<file path="src/rtl/cont1_monitor.sv">
// Lock-and-track monitor for a WIDTH-bit triangle counter (0..MAX..0).
// Acquires lock after LOCK_N consistent +/-1 steps, then flags deviations and counts periods.
module cont1_monitor #(
    parameter int WIDTH  = 4,
    parameter int CNT_W  = 8,
    parameter int LOCK_N = 3
) (
    input  logic             clock,
    input  logic             reset,
    input  logic             en,
    input  logic [WIDTH-1:0] sa,
    input  logic             clear,
    output logic             dir,
    output logic             locked,
    output logic             err,
    output logic [CNT_W-1:0] err_cnt,
    output logic [CNT_W-1:0] period_cnt,
    output logic             at_top,
    output logic             at_bottom
);

    localparam int STEP_W = $clog2(LOCK_N + 1);
    localparam logic [WIDTH-1:0] MAX  = '1;
    localparam logic [WIDTH-1:0] ONE  = WIDTH'(1);

    typedef enum logic [1:0] {HUNT, ACQ, LOCKED} state_t;

    state_t            state, state_nxt;
    logic [WIDTH-1:0]  prev, prev_nxt;
    logic [STEP_W-1:0] step, step_nxt, step_inc;
    logic              dir_nxt, err_nxt, top_nxt, bot_nxt;
    logic              ecnt_inc, pcnt_inc;
    logic              is_up, is_dn, endpoint, acq_ok;
    logic [WIDTH-1:0]  expect_val;
    logic              expect_dir;

    always_comb begin
        is_up    = (prev != MAX) && (sa == prev + ONE);
        is_dn    = (prev != '0)  && (sa == prev - ONE);
        endpoint = ((prev == MAX) && (sa == MAX - ONE)) || ((prev == '0) && (sa == ONE));
        // The first step of an acquisition may go either way; later ones must keep direction
        // unless they are the reversal at an endpoint.
        acq_ok   = (is_up || is_dn) && ((step == '0) || (is_dn == dir) || endpoint);
        step_inc = step + STEP_W'(1);

        if (!dir) begin
            expect_val = (prev == MAX) ? MAX - ONE : prev + ONE;
            expect_dir = (prev == MAX);
        end else begin
            expect_val = (prev == '0) ? ONE : prev - ONE;
            expect_dir = (prev != '0);
        end
    end

    always_comb begin
        state_nxt = state;
        prev_nxt  = prev;
        step_nxt  = step;
        dir_nxt   = dir;
        err_nxt   = 1'b0;
        top_nxt   = 1'b0;
        bot_nxt   = 1'b0;
        ecnt_inc  = 1'b0;
        pcnt_inc  = 1'b0;
        if (en) begin
            case (state)
                HUNT: begin
                    prev_nxt  = sa;
                    step_nxt  = '0;
                    state_nxt = ACQ;
                end
                ACQ: begin
                    prev_nxt = sa;
                    if (acq_ok) begin
                        dir_nxt  = is_dn;
                        step_nxt = step_inc;
                        if (step_inc == STEP_W'(LOCK_N))
                            state_nxt = LOCKED;
                    end else begin
                        step_nxt = '0;
                    end
                end
                LOCKED: begin
                    prev_nxt = sa;
                    if (sa == expect_val) begin
                        dir_nxt  = expect_dir;
                        top_nxt  = (sa == MAX);
                        bot_nxt  = (sa == '0);
                        pcnt_inc = (sa == '0);
                    end else begin
                        err_nxt   = 1'b1;
                        ecnt_inc  = 1'b1;
                        step_nxt  = '0;
                        state_nxt = ACQ;
                    end
                end
                default: state_nxt = HUNT;
            endcase
        end
    end

    always_ff @(posedge clock) begin
        if (reset) begin
            state      <= HUNT;
            prev       <= '0;
            step       <= '0;
            dir        <= 1'b0;
            err        <= 1'b0;
            at_top     <= 1'b0;
            at_bottom  <= 1'b0;
            err_cnt    <= '0;
            period_cnt <= '0;
        end else begin
            state     <= state_nxt;
            prev      <= prev_nxt;
            step      <= step_nxt;
            dir       <= dir_nxt;
            err       <= err_nxt;
            at_top    <= top_nxt;
            at_bottom <= bot_nxt;
            if (clear) begin
                err_cnt    <= '0;
                period_cnt <= '0;
            end else begin
                if (ecnt_inc && (err_cnt != '1))
                    err_cnt <= err_cnt + CNT_W'(1);
                if (pcnt_inc)
                    period_cnt <= period_cnt + CNT_W'(1);
            end
        end
    end

    assign locked = (state == LOCKED);

endmodule

</file>
<file path="config.mk">
export PLATFORM = sky130hd
export DESIGN_NAME = cont1_monitor
export DESIGN_NICKNAME = d
export VERILOG_FILES = /design/src/rtl/cont1_monitor.sv
export SDC_FILE = /design/constraint.sdc
export NUM_CORES = 1
export LEC_CHECK = 0
export ABC_AREA = 1
export BUFFER_PORTS_ARGS = -buffer_cell sky130_fd_sc_hd__buf_2
export CAP_MARGIN = 20
export CELL_PAD_IN_SITES_DETAIL_PLACEMENT = 1
export CELL_PAD_IN_SITES_GLOBAL_PLACEMENT = 2
export CORE_UTILIZATION = 33
export CTS_BUF_LIST = sky130_fd_sc_hd__clkbuf_8
export DETAILED_ROUTE_END_ITERATION = 8
export MAX_ROUTING_LAYER = met4
export PLACE_DENSITY_LB_ADDON = 0.1
export SYNTH_ARGS = -nofsm -noshare
export SYNTH_HDL_FRONTEND = slang
export SYNTH_SLANG_ARGS = --single-unit
export TNS_END_PERCENT = 30
</file>
<file path="constraint.sdc">
create_clock -name clock -period 2.2 [get_ports clock]
set_input_delay 0.22 -clock clock [delete_from_list [all_inputs] [get_ports clock]]
set_output_delay 0.22 -clock clock [all_outputs]
set_load 0.05 [all_outputs]
</file>
==> results by group <==
Power
  • Pint: 0.836 mW
  • Switching power: between 0.4 and 0.5 mW
  • Share of power burned in registers: between 40 and 50%
  • Static Leak: approximately 1.1 nW
  • P per Cell Area: around 570 nW/um^2
  • Worst IR Drop VDD: between 0.2 and 0.25 mV
  • Switching Share: a little under two fifths
  • Clock power share: 25.4%
  • Combinational share of power: roughly 34%

Yosys
  • Synth Area in Adders: roughly 7%
  • Main combinational cell family by area after synthesis: simple AND/OR/NAND/NOR gates
  • Largest area contributor in the netlist: dfxtp_1
  • Synth Register Bits: 28
  • Xor and xnor area share after synthesis: a little over 5%
  • Simple-Gate Fraction of Synth Area: roughly 43%
  • Cells after synthesis: slightly below 300
  • Yosys cell types: 29
  • Synth Net Count: slightly above 300
  • Largest cells by area after synthesis: dfxtp_1 (28%), nand2_1 (14%), nand3_1 (9.0%)
  • Register area share after synthesis: ~28%
  • Yosys warns: 0
  • Mux cell area share after synthesis: 0%
  • Avg Cell Area, Syn: a little under 7 um^2
  • Yosys top cell area share: between 20 and 30%
  • Synth Cell Area: roughly 2000 um^2
  • Synth Area in Compound Gates: just over 8%

Status
  • Status: finished, final reports clean

Cells and area
  • Area of the multi-input gates: between 1000 and 1500 um^2
  • N_diodes: 0
  • Area grow syn2layout: 16.7%
  • Register area: 563 um^2
  • Most common cell after layout, fill and taps aside: nand2_1
  • Layout cells sized above 1: about a quarter
  • Leading cell types in the layout, fill and taps excluded: nand2_1 (71), nand3_1 (36), buf_2 (28), inv_1 (26), dfxtp_1 (26)
  • Fillers: between 700 and 800
  • Final core occ: 39.7%
  • Fin nets: between 300 and 400

Min path
  • Hold path depth: 2
  • Worst Min Path Start: reset
  • Worst Hold Path EP: step[0]
  • Hold Crit Class: primary input to flop

Clocking
  • CTS max path bufs: 2
  • Htree depth: 1
  • Root buffer cell: clkbuf_8
  • CTS buffer count: 3
  • Clock-pin transition on the worst setup and hold timing paths: 0.11 ns
  • CTS tree: yes
  • Worst-Skew Late Latency: ~0.28 ns
  • Hold-fix buffers at CTS: 0
  • # clock sinks: 28

Routing
  • 1st-iter DRT viols: slightly below 70
  • Via-to-Cell Ratio: approximately 5
  • WL final: roughly 5.5 mm
  • DR vias: 1,966
  • 1st-pass router iterations: 4
  • Post-route DRC: 0
  • Routed Antenna Nets: 0
  • Drt wl/cell: roughly 14 um

Place
  • Placer Congestion: between 0.8 and 0.9
  • Place WS: 0.0269 ns
  • DP HPWL: 4.25 mm
  • Port buffer count: 28

Timing
  • Final period util: between 90% and 100%
  • Count of final max-slew check failures: 0
  • Slew margin rel.: 73.4%
  • Setup TNS Final: 0 ns
  • Hold_ws: roughly 0.19 ns
  • Final-report hold violation count: 0
  • Peak Freq: approximately 500 MHz
  • Worst Skew: about 0.0042 ns
  • Worst setup margin: roughly 0.21 ns
  • RSZ-0062 raised after global routing: false
  • Post-layout minimum cycle time: 1.99 ns
  • Final setup fails: 0
  • Worst slew pin tran: 0.399 ns

Global route
  • Vias in the first global route: 1,955
  • Pin count of the biggest net entering global routing: 16
  • Initial antenna violation count: 0
  • Remaining Overflow, GRT: 0
  • Global Route Usage Sum: approximately a fifth
  • First-pass GRT wire length: slightly above 9 mm

Die
  • Die W: 79.9 um
  • Starting Density: about 34%
  • Die ar.: 6380 um^2
  • Top Ports: 29
  • FP Rows: 28
  • Core footprint: ~5900 um^2
  • DIE HEIGHT: approximately 80 um

Worst setup path
  • Crit end category: flop
  • R2r startpoint: prev[1]
  • Setup slack, reg-to-reg: 0.21 ns
  • Crit Reg-Reg Endpoint: period_cnt[5]
  • Slowest CP cell: dfxtp_2
  • CP max stage delay: approximately 0.39 ns
  • Cells on worst reg2reg path: 14
  • Req. time, crit path: 2.37 ns
  • Worst Path Max Fanout: 9
  • WP data arrival: between 2 and 2.5 ns
  • Crit Path Class: flop to flop
  • CP Cell Sequence: ha_2 -> nand4_2 -> nand2_2 -> nand2_1 -> nand2_2 -> nand2_2 -> nor2_4 -> nand3_4 -> nor2_4 -> nand2_4 -> nor2_1 -> nand2_1 -> nand2_1 -> nor2_1
  • Startpoint types: flop

Job
  • Max-Cap Viols: 0
==> cell type report <==
class / count / area share (%)
Sequential cell: 28 / 24.1
Inverter: 32 / 5.57
Tap cell: 75 / 4.01
Multi-Input combinational cell: 227 / 55.4
Clock buffer: 4 / 2.36
Timing Repair Buffer: 36 / 8.57
==> synth_stat cells (all sizes together) <==
master	number
or2	1
xor2	5
nand2	82
o21ai	8
o21bai	1
nor2	31
buf	3
a31oi	1
nor3	8
nand3	41
xnor2	6
clkbuf	2
a21oi	20
inv	32
nand4	9
dfxtp	28
ha	11
nand3b	2
nor4	1
==> worst max-delay path: cells and delay by family (launching register included) <==
kind                       cells  cell delay (ns)
and+or+nand+nor               13             1.25
DFF                            1             0.39
adders and majority gates      1             0.27
==> state kept, by name, indices dropped and copies added, names as in the netlist <==
signal,count
at_bottom,1
state,2
step,2
at_top,1
err,1
err_cnt,8
prev,4
dir,1
period_cnt,8
==> stage by stage <==
stage	total power, mW	instances	cell area (um^2)
2_1_floorplan	0.886	292	2000
3_3_place_gp	0.984	397	2250
3_5_place_dp	0.986	397	2250
4_1_cts	1.34	401	2300
5_1_grt	1.43	402	2340
6_report	1.33	402	2340
==> metal layers <==
| metal | vias to the layer above | part of all wire, % | track usage, % | wire, um |
|---|---|---|---|---|
| met5 | - | 0 | - | 0 |
| met4 | 0 | 1.8 | 5.54 | 97 |
| met3 | 7 | 1.9 | 2.06 | 103 |
| met2 | 21 | 49 | 31.8 | 2670 |
| met1 | 912 | 48 | 24.6 | 2600 |
| li1 | 1026 | - | - | - |
==> cell families (layout without fill, tap and decap cells) <==
kind of cell               Yosys count  count (layout)
xor gates and xnor gates            11              11
and+or+nand+nor                    175             175
DFF                                 28              28
adders and majority gates           11              11
buffers and inverters               37              72
AOI/OAI and AO/OA                   30              30
==> worst max-delay path by stage <==
stage / slack (ns) / startpoint / endpoint / cells past startpoint
4_1_cts: 0.001 / prev[0] / state[1] / 16
3_5_place_dp: 0.03 / prev[0] / state[1] / 16
2_1_floorplan: 0.20 / dir / period_cnt[5] / 13
3_3_place_gp: 0.06 / prev[1] / state[1] / 16
5_1_grt: 0.003 / prev[1] / state[0] / 15
6_report: 0.21 / prev[1] / period_cnt[5] / 14
==> power by group through the flow <==
stage          sequential (mW)  combinational [mW]  clock (mW)
2_1_floorplan            0.573               0.312           0
3_3_place_gp             0.557               0.427           0
3_5_place_dp             0.557               0.428           0
4_1_cts                  0.546               0.434       0.362
5_1_grt                  0.551               0.502       0.380
6_report                 0.547               0.445       0.337
==> repair_timing <==
action,CTS,global route
resized for setup,0,9
setup buffers,0,1
setup endpoints to repair,0,20
(Power assumes the default switching activity.)
